**config.mk**
```make
export PLATFORM = sky130hd
export DESIGN_NAME = mem_stream_reader
export DESIGN_NICKNAME = d
export VERILOG_FILES = /design/src/rtl/mem_stream_reader.sv
export SDC_FILE = /design/constraint.sdc
export NUM_CORES = 1
export LEC_CHECK = 0
export ABC_AREA = 1
export CORE_UTILIZATION = 60
export DETAILED_ROUTE_END_ITERATION = 10
export HOLD_SLACK_MARGIN = 0.02
export PLACE_DENSITY = 0.86
export SETUP_SLACK_MARGIN = 0.02
export SLEW_MARGIN = 20
export SYNTH_ARGS = -nofsm -noshare
export SYNTH_HDL_FRONTEND = slang
export SYNTH_SLANG_ARGS = --single-unit
```
**constraint.sdc**
```tcl
create_clock -name clk_i -period 3.46 [get_ports clk_i]
set_input_delay 1.038 -clock clk_i [delete_from_list [all_inputs] [get_ports clk_i]]
set_output_delay 1.038 -clock clk_i [all_outputs]
set_load 0.02 [all_outputs]
```
**src/rtl/mem_stream_reader.sv**
```systemverilog
`timescale 1ns/1ps
// -----------------------------------------------------------------------------
// mem_stream_reader
//
// Avalon-MM read master that fetches a contiguous packet buffer from the main
// memory and emits it as an Avalon-ST packet. A command gives the first word
// address and a byte length. The block issues pipelined single-word reads
// against a fixed-latency slave port. It buffers the returned words in a small
// FIFO and frames them with sop/eop/empty under sink backpressure.
//
// Ports
//   clk_i, reset_i          clock, asynchronous active-high reset
//   cmd_valid_i/cmd_ready_o command handshake (ready only while idle)
//   cmd_address_i           first word address of the buffer
//   cmd_length_i            packet length in bytes
//   mem_address_o           read word address
//   mem_chipselect_o        read strobe, one word per high cycle
//   mem_write_o             always 0
//   mem_byteenable_o        always 4'hF
//   mem_readdata_i          read data, READ_LATENCY cycles after its strobe
//   st_data_o               stream data, byte 0 in [31:24]
//   st_valid_o, st_ready_i  stream handshake
//   st_startofpacket_o      first beat marker
//   st_endofpacket_o        last beat marker
//   st_empty_o              unused bytes on the eop beat
//   busy_o                  high while a packet is in progress
//   done_o                  one-cycle pulse after the packet completes
// -----------------------------------------------------------------------------
module mem_stream_reader #(
    parameter int ADDR_W       = 17,
    parameter int LEN_W        = 16,
    parameter int READ_LATENCY = 1,
    parameter int FIFO_DEPTH   = 4
) (
    input  logic              clk_i,
    input  logic              reset_i,
    input  logic              cmd_valid_i,
    output logic              cmd_ready_o,
    input  logic [ADDR_W-1:0] cmd_address_i,
    input  logic [LEN_W-1:0]  cmd_length_i,
    output logic [ADDR_W-1:0] mem_address_o,
    output logic              mem_chipselect_o,
    output logic              mem_write_o,
    output logic [3:0]        mem_byteenable_o,
    input  logic [31:0]       mem_readdata_i,
    output logic [31:0]       st_data_o,
    output logic              st_valid_o,
    input  logic              st_ready_i,
    output logic              st_startofpacket_o,
    output logic              st_endofpacket_o,
    output logic [1:0]        st_empty_o,
    output logic              busy_o,
    output logic              done_o
);

    localparam int PTR_W   = $clog2(FIFO_DEPTH);
    localparam int CNT_W   = PTR_W + 1;
    localparam int WORDS_W = LEN_W - 1;

    typedef enum logic [1:0] {
        IDLE,
        RUN,
        DRAIN
    } state_t;

    state_t                  state_q, state_d;
    logic [ADDR_W-1:0]       addr_q, addr_d;
    logic [WORDS_W-1:0]      wordsLeft_q, wordsLeft_d;
    logic [WORDS_W-1:0]      beatsLeft_q, beatsLeft_d;
    logic [1:0]              lastEmpty_q, lastEmpty_d;
    logic                    firstBeat_q, firstBeat_d;
    logic [CNT_W-1:0]        inflight_q, inflight_d;
    logic [CNT_W-1:0]        count_q, count_d;
    logic [PTR_W-1:0]        wrPtr_q, wrPtr_d;
    logic [PTR_W-1:0]        rdPtr_q, rdPtr_d;
    logic [READ_LATENCY-1:0] rdValid_q, rdValid_d;
    logic                    done_q, done_d;
    logic [31:0]             fifoMem_q [FIFO_DEPTH];

    logic                    cmdAccept;
    logic                    issue;
    logic                    push;
    logic                    pop;
    logic                    eopBeat;
    logic [CNT_W:0]          credits;
    logic [WORDS_W-1:0]      cmdWords;

    // Next-state logic. A read is only issued while the words already
    // buffered plus the words still in flight leave room in the FIFO.
    // Returned data therefore always has a free slot and is never stalled.
    always_comb begin
        cmdAccept = cmd_valid_i && (state_q == IDLE);
        cmdWords  = {1'b0, cmd_length_i[LEN_W-1:2]} + WORDS_W'(cmd_length_i[1:0] != 2'b00);
        credits   = {1'b0, count_q} + {1'b0, inflight_q};
        issue     = (state_q == RUN) && (wordsLeft_q != '0)
                    && (credits < (CNT_W+1)'(FIFO_DEPTH));
        push      = rdValid_q[READ_LATENCY-1];
        pop       = (count_q != '0) && st_ready_i;
        eopBeat   = pop && (beatsLeft_q == WORDS_W'(1));

        state_d     = state_q;
        addr_d      = addr_q;
        wordsLeft_d = wordsLeft_q;
        beatsLeft_d = beatsLeft_q;
        lastEmpty_d = lastEmpty_q;
        firstBeat_d = firstBeat_q;
        wrPtr_d     = wrPtr_q;
        rdPtr_d     = rdPtr_q;
        done_d      = 1'b0;

        // The valid pipeline delays each strobe by the slave latency.
        // Its last stage marks the cycle the read data is on the bus.
        rdValid_d  = READ_LATENCY'({rdValid_q, issue});
        inflight_d = inflight_q + CNT_W'(issue) - CNT_W'(push);
        count_d    = count_q + CNT_W'(push) - CNT_W'(pop);

        if (push) begin
            wrPtr_d = wrPtr_q + PTR_W'(1);
        end
        if (pop) begin
            rdPtr_d     = rdPtr_q + PTR_W'(1);
            beatsLeft_d = beatsLeft_q - WORDS_W'(1);
            firstBeat_d = 1'b0;
        end

        case (state_q)
            IDLE: begin
                if (cmdAccept) begin
                    if (cmd_length_i == '0) begin
                        done_d = 1'b1;
                    end else begin
                        addr_d      = cmd_address_i;
                        wordsLeft_d = cmdWords;
                        beatsLeft_d = cmdWords;
                        lastEmpty_d = 2'(3'd4 - {1'b0, cmd_length_i[1:0]});
                        firstBeat_d = 1'b1;
                        state_d     = RUN;
                    end
                end
            end
            RUN: begin
                if (issue) begin
                    addr_d      = addr_q + ADDR_W'(1);
                    wordsLeft_d = wordsLeft_q - WORDS_W'(1);
                    if (wordsLeft_q == WORDS_W'(1)) begin
                        state_d = DRAIN;
                    end
                end
            end
            DRAIN: begin
                if (eopBeat) begin
                    state_d = IDLE;
                    done_d  = 1'b1;
                end
            end
            default: begin
                state_d = IDLE;
            end
        endcase
    end

    // Control state register. Reset drops all in-flight tracking, so any
    // response to a read issued before reset is ignored.
    always_ff @(posedge clk_i or posedge reset_i) begin
        if (reset_i) begin
            state_q     <= IDLE;
            addr_q      <= '0;
            wordsLeft_q <= '0;
            beatsLeft_q <= '0;
            lastEmpty_q <= '0;
            firstBeat_q <= 1'b0;
            inflight_q  <= '0;
            count_q     <= '0;
            wrPtr_q     <= '0;
            rdPtr_q     <= '0;
            rdValid_q   <= '0;
            done_q      <= 1'b0;
        end else begin
            state_q     <= state_d;
            addr_q      <= addr_d;
            wordsLeft_q <= wordsLeft_d;
            beatsLeft_q <= beatsLeft_d;
            lastEmpty_q <= lastEmpty_d;
            firstBeat_q <= firstBeat_d;
            inflight_q  <= inflight_d;
            count_q     <= count_d;
            wrPtr_q     <= wrPtr_d;
            rdPtr_q     <= rdPtr_d;
            rdValid_q   <= rdValid_d;
            done_q      <= done_d;
        end
    end

    // FIFO storage needs no reset. The pointers and count define which
    // entries are live, and st_data is gated while the FIFO is empty.
    always_ff @(posedge clk_i) begin
        if (push) begin
            fifoMem_q[wrPtr_q] <= mem_readdata_i;
        end
    end

    assign cmd_ready_o        = (state_q == IDLE) && !reset_i;
    assign busy_o             = (state_q != IDLE);
    assign done_o             = done_q;
    assign mem_address_o      = addr_q;
    assign mem_chipselect_o   = issue;
    assign mem_write_o        = 1'b0;
    assign mem_byteenable_o   = 4'hF;
    assign st_valid_o         = (count_q != '0);
    assign st_data_o          = st_valid_o ? fifoMem_q[rdPtr_q] : 32'h0;
    assign st_startofpacket_o = st_valid_o && firstBeat_q;
    assign st_endofpacket_o   = st_valid_o && (beatsLeft_q == WORDS_W'(1));
    assign st_empty_o         = st_endofpacket_o ? lastEmpty_q : 2'b00;

endmodule
```
Yosys cells after proc, flatten, opt, wreduce, memory -nomap -nowiden
Memories as Yosys holds them, arrays and structs flattened.
Index checks and enable logic that the tools add are counted.

storage, ports and cells
  bits in registers = 64
  memory bits (writable) = 128
  input bits = 69
  output and inout port bits = 63
  word-level logic and storage cells = 85
  memories kept = 1

operators by class
  add/sub/neg operators = 12
  $lt $le $gt $ge = 1
  eq/ne operators = 9
  multiplexer cells = 30
  bitwise gates (word level) = 1
  reductions and logical operators = 19

memory list
  name       depth  bits a word  rd ports  clocked after memory_dff  wr ports  line  RTL
  fifoMem_q  4      32           1         0                         1         78    logic [31:0] fifoMem_q [FIFO_DEPTH];

operator list
  operator                                                                number
  15-bit two-way mux                                                      7
  17-bit two-way mux                                                      3
  17-bit case mux with 2 select lines                                     1
  32-bit two-way mux                                                      1
  15-bit by 1-bit equality test with 1-bit output, second input constant  2
  15-bit case mux with 2 select lines                                     1
  15-bit by 1-bit subtractor with 15-bit output, second input constant    2
  17-bit by 1-bit adder with 17-bit output, second input constant         1
  16-bit logical NOT                                                      1
  14-bit by 1-bit adder with 15-bit output                                1
  15-bit nonzero test                                                     1
  2-bit two-way mux                                                       6
  1-bit two-way mux                                                       9
  1-bit logical AND                                                       8
  2-bit inequality test, second input constant                            4
  3-bit by 1-bit adder with 3-bit output                                  2
  2-bit case mux with 3 select lines                                      1
  2-bit nonzero test                                                      3
  3-bit by 1-bit subtractor with 3-bit output                             2
  5-bit AND reduction                                                     1
  2-bit by 1-bit adder with 2-bit output, second input constant           2
  3-bit by 3-bit adder with 4-bit output                                  1
  4-bit by 3-bit < comparator with 1-bit output, second input constant    1
  4-bit AND reduction                                                     1
  other kinds (10)                                                        10

Longest topological paths before layout
Gate-level depths: netlist (run 1).

  word-level depth = 6
  gate-level depth with buffers = 15
  mapped depth without buffers = 15

Worst setup path before layout (run 1)
OpenSTA, ideal clock, no wires.

  kind = flip-flop to output port
  from = register count_q[1]
  to = output port st_empty_o[0]
  data arrival time = 1.918 ns
  path slack = 0.504 ns
  cell stages (with the launch flop) = 7
  buffers on the path = 0
  path through = dfrtp_1 > nor2_1 > nand2_1 > clkinv_1 > nor3_1 > inv_1 > nor2_1

between the ends
  cells in the longest elaborated chain, start to end = 3

RTL lines
  element                 line  RTL
  from (decl)             73    logic [CNT_W-1:0] count_q, count_d;
  from (signal assigned)  186   count_q <= count_d;
  3-bit nonzero test      209   assign st_valid_o = (count_q != '0);
  net st_valid_o          47    output logic st_valid_o,
  1-bit logical AND       212   assign st_endofpacket_o = st_valid_o && (beatsLeft_q == WORDS_W'(1));
  net st_endofpacket_o    50    output logic st_endofpacket_o,
  2-bit two-way mux       213   assign st_empty_o = st_endofpacket_o ? lastEmpty_q : 2'b00;
  to (decl)               51    output logic [1:0] st_empty_o,

The timed path passes the listed nets, and every way through them passes these cells.

Worst setup path in the final report (run 1)
  from = register rdPtr_q[1]
  to = output port st_data_o[22]

between the ends
  cells in the longest elaborated chain, start to end = 2

RTL lines
  element                 line  RTL
  from (decl)             75    logic [PTR_W-1:0] rdPtr_q, rdPtr_d;
  from (signal assigned)  188   rdPtr_q <= rdPtr_d;
  memory read 4 x 32 bit  -
  32-bit two-way mux      210   assign st_data_o = st_valid_o ? fifoMem_q[rdPtr_q] : 32'h0;
  to (decl)               46    output logic [31:0] st_data_o,

No other way between the ends.

==> metrics.txt, run 1 <==
Post-Syn Area 0.009585 mm2; placed instance area 0.01108 mm2; setup tns final 0 ns; drt total wl 21.63 mm; Syn. warnings 0; Psw 0.004505 W; Placer Congestion 0.8823; RSZ-0062 raised after global routing no; HPWL Detailed 14.57 mm; Seq pwr share 31.8%; Yosys cell types 32; Max transition margin 57.34%; register area share after synthesis 56.81%; number of antenna violations at the first check in global routing 0; CP required 2.42 ns; Max Clock Skew 0.01547 ns; maximum vdd drop 0.0005893 V; Slew Limit Fails 0; vias post-DR 7,837; crit start category register; synthesis-to-layout area growth 22.52%; GRT Total Usage 27.76%; FF+latch count, synth 192; 1st-iter DRT viols 698; Antenna Cells 0; Leak Pwr 5.062 nW; Ports 132; Avg Cell Area, Syn 8.581 um2; crit path kind reg -> out; vias in the first global route 7,519; DRC viols 0; first-pass GRT wire length 35.25 mm; Port Buffers 126; maxcap violations 0; DR pass1 iterations 5; period utilisation layout 96.54%; Die Height 128.4 um; CTS tree yes; clock power share 19.1%; die area 0.01649 mm2; clk buf depth 2; crit path DAT 2.30 ns; PwrDens 905.1 mW/mm2; Worst Tran Pin Value 0.6390 ns; Crit path largest cell delay 0.66 ns; clk root buf clkbuf_16; Final Power 0.01063 W; f_max 299.4 MHz; CP endpoint kind output pin; Filler cells 1,033; Starting Density 62.36%; Vias/cell 5.346; hold_ws 0.4846 ns; Rows 45; CP max FO 33; Reg area 0.005446 mm2; # nets final 1,331; area taken by multi-input logic gates 0.003583 mm2; Design Area, Final 0.01174 mm2; clock tree sinks 192; largest net degree at the start of global routing 50; combinational share of power 49.1%; Mapped Cells 1,117; Crit-path slowest cell clkdlybuf4s50_1; Final min period 3.340 ns; Post-DRT Antenna Nets 0; worst hold path type reg -> reg; # H-tree levels 4; proportion of layout cells with a drive suffix above 1 5.657%; core area 0.01537 mm2; outcome finished, final reports clean; # placed instances 1,433; routed len/inst 14.76 um; number of setup violations in the final report 0; Skew-Pair Late Insertion Delay 0.43 ns; switching part of the total power 42.38%; P_int 0.006124 W; non-filler cells, final 1,466; grt ovf 0; final hold vios 0; worst-path cell chain buf_4, nor2_1, o21ai_0, a21oi_1, clkdlybuf4s50_1; Inserted Clock Buffers 17; Reg clk slew, reported paths 0.07 ns; Die W 128.4 um
## routing by layer
| metal | vias to the layer above | share of wire [%] | track usage, % |
|---|---|---|---|
| met3 | 36 | 6.2 | 4.990 |
| met4 | 0 | 1.8 | 10.17 |
| met2 | 292 | 50 | 48.55 |
| li1 | 3854 | - | - |
| met1 | 3655 | 42 | 34.64 |
| met5 | - | 0 | 0 |
## synthesized netlist by cell type, drive strengths merged
cell / instances / area (um2)
nor3: 4 / 20.02
fa: 2 / 40.04
nand2: 306 / 1151
nand3b: 3 / 22.52
a21oi: 40 / 204.0
clkbuf: 28 / 105.1
o21a: 1 / 7.510
o21bai: 3 / 22.52
dfrtp: 64 / 1602
nand3: 48 / 240.2
or2: 8 / 50.05
xnor2: 7 / 61.31
ha: 18 / 225.2
buf: 16 / 102.6
conb: 2 / 7.510
nor2: 225 / 862.1
nand4: 8 / 56.30
xor2: 13 / 113.9
a31oi: 2 / 12.51
clkinv: 3 / 11.26
edfxtp: 128 / 3844
inv: 93 / 349.1
o21ai: 95 / 475.5
## final cells by class
| cell class | instances | share of cell area (%) |
|---|---|---|
| repair buffers | 147 | 12.44 |
| clock buffers | 17 | 3.622 |
| clock inverters | 15 | 1.694 |
| inverters | 96 | 3.100 |
| multi-input cells | 788 | 30.51 |
| well taps | 211 | 2.248 |
| flip-flops and latches | 192 | 46.38 |
## final timing paths
check                                            startpoint                      endpoint  slack [ns]  depth (start not counted)
worst max-delay path                 rdPtr_q[1]$_DFFE_PP0P_                 st_data_o[22]        0.12                          5
worst min register to register  wordsLeft_q[14]$_DFFE_PP0P_   wordsLeft_q[14]$_DFFE_PP0P_        0.48                          2
min in group asynchronous                           reset_i  mem_address_o[3]$_DFFE_PP0P_        1.06                          2
worst min-delay path            wordsLeft_q[14]$_DFFE_PP0P_   wordsLeft_q[14]$_DFFE_PP0P_        0.48                          2
max in group asynchronous                           reset_i  mem_address_o[8]$_DFFE_PP0P_        1.75                          3
worst max register to register   wordsLeft_q[0]$_DFFE_PP0P_       inflight_q[2]$_DFF_PP0_        1.27                         11
## power by group through the flow
| stage | combinational (W) | sequential (W) | clock [W] |
|---|---|---|---|
| detailed placement | 0.00514 | 0.00340 | 0 |
| finish | 0.00522 | 0.00338 | 0.00203 |
| global placement | 0.00494 | 0.00338 | 0 |
| floorplan | 0.00334 | 0.00341 | 0 |
| global route | 0.00582 | 0.00344 | 0.00215 |
| CTS | 0.00521 | 0.00337 | 0.00206 |
## registers in the layout, summed over array words and instances, names as in the netlist
| signal | flops |
|---|---|
| count_q | 3 |
| firstBeat_q | 1 |
| beatsLeft_q | 15 |
| wordsLeft_q | 15 |
| wrPtr_q | 2 |
| inflight_q | 3 |
| state_q | 2 |
| rdPtr_q | 2 |
| lastEmpty_q | 2 |
| fifoMem_q | 128 |
| done_o | 1 |
| mem_address_o | 17 |
| push | 1 |
## cell usage in the layout (no fill, tap or decap), types with 3 or more instances in the layout
cell / count
a21oi_1: 39
buf_4: 17
bufinv_16: 3
clkbuf_16: 17
clkdlybuf4s50_1: 122
clkinv_1: 3
conb_1: 5
dfrtp_1: 63
dlymetal6s2s_1: 3
edfxtp_1: 128
ha_1: 18
inv_1: 90
inv_6: 4
nand2_1: 305
nand3_1: 48
nand3b_1: 3
nand4_1: 7
nor2_1: 222
nor3_1: 4
o21ai_0: 94
o21bai_1: 3
or2_2: 8
xnor2_1: 7
xor2_1: 13
## critical path: cells and delay by family (launching register included)
kind	cells	cell delay [ns]
DFF	1	0.42
and+or+nand+nor	1	0.15
buffers and inverters	2	0.95
AOI/OAI and AO/OA	2	0.35
## metrics by stage
| stage | worst slack (ns) | util (%) |
|---|---|---|
| floorplan | 0.5043 | - |
| global placement | 0.2342 | 72.07 |
| detailed placement | 0.1814 | 72.07 |
| CTS | 0.02618 | 76.25 |
| global route | 0.02818 | 76.40 |
| finish | 0.1196 | 76.40 |
## cells by family (layout without fill, tap and decap cells)
kind of cell | after synthesis | after routing | share of synthesized area [%]
compound gates | 141 | 141 | 7.532
buf+inv | 140 | 275 | 5.926
xor+xnor | 20 | 20 | 1.827
fa+ha+maj | 20 | 20 | 2.767
other cells | 2 | 5 | 0.07835
simple gates | 602 | 602 | 25.06
flops | 192 | 192 | 56.81
## repair_timing
action	4_1_cts	5_1_grt
hold endpoints to repair	0	0
cloned	0	0
resized for setup	4	8
setup buffers	1	0
setup endpoints to repair	17	35
hold buffers	0	0
(Power assumes the default switching activity.)
==> run 2: changes to the inputs <==
--- a/config.mk
+++ b/config.mk
@@ -6,10 +6,10 @@
 export NUM_CORES = 1
 export LEC_CHECK = 0
 export ABC_AREA = 1
-export CORE_UTILIZATION = 60
+export CORE_ASPECT_RATIO = 1.75
+export CORE_UTILIZATION = 40
 export DETAILED_ROUTE_END_ITERATION = 10
 export HOLD_SLACK_MARGIN = 0.02
-export PLACE_DENSITY = 0.86
 export SETUP_SLACK_MARGIN = 0.02
 export SLEW_MARGIN = 20
 export SYNTH_ARGS = -nofsm -noshare
==> metrics.txt, run 2 (synthesis results as in run 1) <==
outcome finished, final reports clean; reg2reg end inflight_q[1]$_DFF_PP0_; vias in the first global route 7,612 (+1.2%); PwrDens 885.2 mW/mm2 (-2.2%); Design Area, Final 0.01181 mm2 (+0.60%); Post-DRT Antenna Nets 0 (unchanged); number of antenna violations at the first check in global routing 0 (unchanged); Max Clock Skew 0.01412 ns (-0.001356 ns); FF-to-FF Start wordsLeft_q[0]$_DFFE_PP0P_; area taken by multi-input logic gates 0.003593 mm2 (+0.28%); period utilisation layout 94.51% (-2.0 points); Slew Limit Fails 0 (unchanged); Reg clk slew, reported paths 0.07 ns (about the same); Crit path largest cell delay 0.63 ns (-0.03 ns); HPWL Detailed 15.71 mm (+7.8%); Port Buffers 126 (unchanged); max FFs per register 128 (unchanged); Max transition margin 44.69% (-13 points); number of setup violations in the final report 0 (unchanged); CP required 2.42 ns (about the same); first-pass GRT wire length 37.54 mm (+6.5%); PnR worst setup slack 0.1898 ns (+0.07023 ns); Filler cells 2,182 (+110%); commonest non-fill, non-tap cell in the layout nand2_1; Hold Crit Depth 2 (unchanged); Die Height 206.8 um (+61%); maximum vdd drop 0.0005074 V (-14%); DRC viols 0 (unchanged); clk buf depth 2 (unchanged); DR pass1 iterations 5 (unchanged); proportion of layout cells with a drive suffix above 1 5.737% (+0.080 points); largest net degree at the start of global routing 65 (+30%); Final min period 3.270 ns (-0.07023 ns); Starting Density 40.92% (-21 points); hold_ws 0.4772 ns (-0.007319 ns); crit start category register; placed instance area 0.01126 mm2 (+1.6%); CP endpoint kind output pin; f_max 305.8 MHz (+2.1%); most frequent cells in the layout nand2_1 (305), nor2_1 (218), edfxtp_1 (128); Die W 119.0 um (-7.3%); grt ovf 0 (unchanged); setup tns final 0 ns (unchanged); synthesis-to-layout area growth 23.25%; Leak Pwr 5.043 nW (-0.39%); CP max FO 33 (unchanged); Rows 74 (+64%); Skew-Pair Late Insertion Delay 0.44 ns (about the same); final hold vios 0 (unchanged); Placer Congestion 0.9699 (+9.9%); Final Power 0.01046 W (-1.6%); routed len/inst 14.89 um (+0.91%); min-delay src wordsLeft_q[1]$_DFFE_PP0P_; die area 0.02461 mm2 (+49%); end point of the worst hold path wordsLeft_q[1]$_DFFE_PP0P_; # nets final 1,332 (+0.075%); Reg area 0.005446 mm2 (unchanged); worst-path cell chain nor2_1, nand2_1, clkinv_1, buf_12, a21oi_1, clkdlybuf4s50_1; reg-to-reg slack, setup 1.32 ns (+0.05 ns); maxcap violations 0 (unchanged); GRT Total Usage 19.91% (-7.8 points); # H-tree levels 4 (unchanged); Antenna Cells 0 (unchanged); vias post-DR 7,611 (-2.9%); 1st-iter DRT viols 563 (-19%); crit path DAT 2.23 ns (-0.07 ns); RSZ-0062 raised after global routing yes; CTS tree yes; Top reg by flops fifoMem_q; Worst Tran Pin Value 0.8284 ns (+0.1894 ns); clock tree sinks 192 (unchanged); Post-CTS Setup Inserts 0 (-1); crit path kind reg -> out; Inserted Clock Buffers 17 (unchanged); Crit-path slowest cell clkdlybuf4s50_1; clk root buf clkbuf_16; Post-CTS Hold Fix Bufs 0 (unchanged); worst hold path type reg -> reg; Vias/cell 4.882 (-8.7%); core area 0.02343 mm2 (+52%); Ports 132 (unchanged); drt total wl 23.22 mm (+7.3%); Reg2Reg Depth 11 (unchanged); dpl ws 0.2208 ns (+0.03940 ns)
run 2: changes by cell type in the layout (fill, tap and decap cells not counted), moves of 3 or more:
cell             change
buf_12               +3
bufinv_16            -3
clkdlybuf4s50_1      -5
nor2_1               -4
nor2_2               +4
run 2: what timing repair did:
action                     4_1_cts  5_1_grt
resized for setup                5        9
setup endpoints to repair        4        7
cloned                           0        0
run 2: how the worst max path moves through the flow:
stage	from	end	slack [ns]	depth (start not counted)
6_report	count_q[1]$_DFF_PP0_	st_data_o[31]	0.19	6
5_1_grt	beatsLeft_q[7]$_DFF_PP0_	st_empty_o[1]	0.02	9
4_1_cts	count_q[1]$_DFF_PP0_	st_data_o[26]	0.09	6
3_5_place_dp	reset_i	cmd_ready_o	0.22	3
3_3_place_gp	reset_i	cmd_ready_o	0.22	3
2_1_floorplan	count_q[1]$_DFF_PP0_	st_empty_o[0]	0.50	6
run 2: layer usage:
layer / up-vias / global-route usage [%] / wire length (um)
li1: 3844 / - / -
met1: 3553 / 21.14 / 9071
met2: 172 / 38.21 / 12610
met3: 42 / 3.544 / 887
met4: 0 / 8.363 / 642
met5: - / 0 / 0
run 2: layout make-up:
cell class / count / area share (%)
flip-flops and latches: 192 / 46.10
clock inverters: 13 / 0.9002
multi-input cells: 788 / 30.42
repair buffers: 148 / 12.68
clock buffers: 18 / 3.633
well taps: 304 / 3.220
inverters: 96 / 3.050
run 2: power by group:
part / switching [W] / internal (W) / total (W)
combinational: 0.00320 / 0.00205 / 0.00526
clock: 0.000891 / 0.000932 / 0.00182
sequential: 0.000415 / 0.00296 / 0.00338
total: 0.00451 / 0.00595 / 0.0105
run 2: worst max-delay path: cells and delay by family (launching register included):
family | cells | cell delay [ns]
flops | 1 | 0.42
compound gates | 1 | 0.17
buf+inv | 3 | 0.99
simple gates | 2 | 0.21
run 2: metrics by stage:
step | util (%) | instances
6_report | 50.43 | 1559
5_1_grt | 50.43 | 1559
4_1_cts | 50.34 | 1559
3_5_place_dp | 48.07 | 1528
3_3_place_gp | 48.07 | 1528
2_1_floorplan | - | 1120
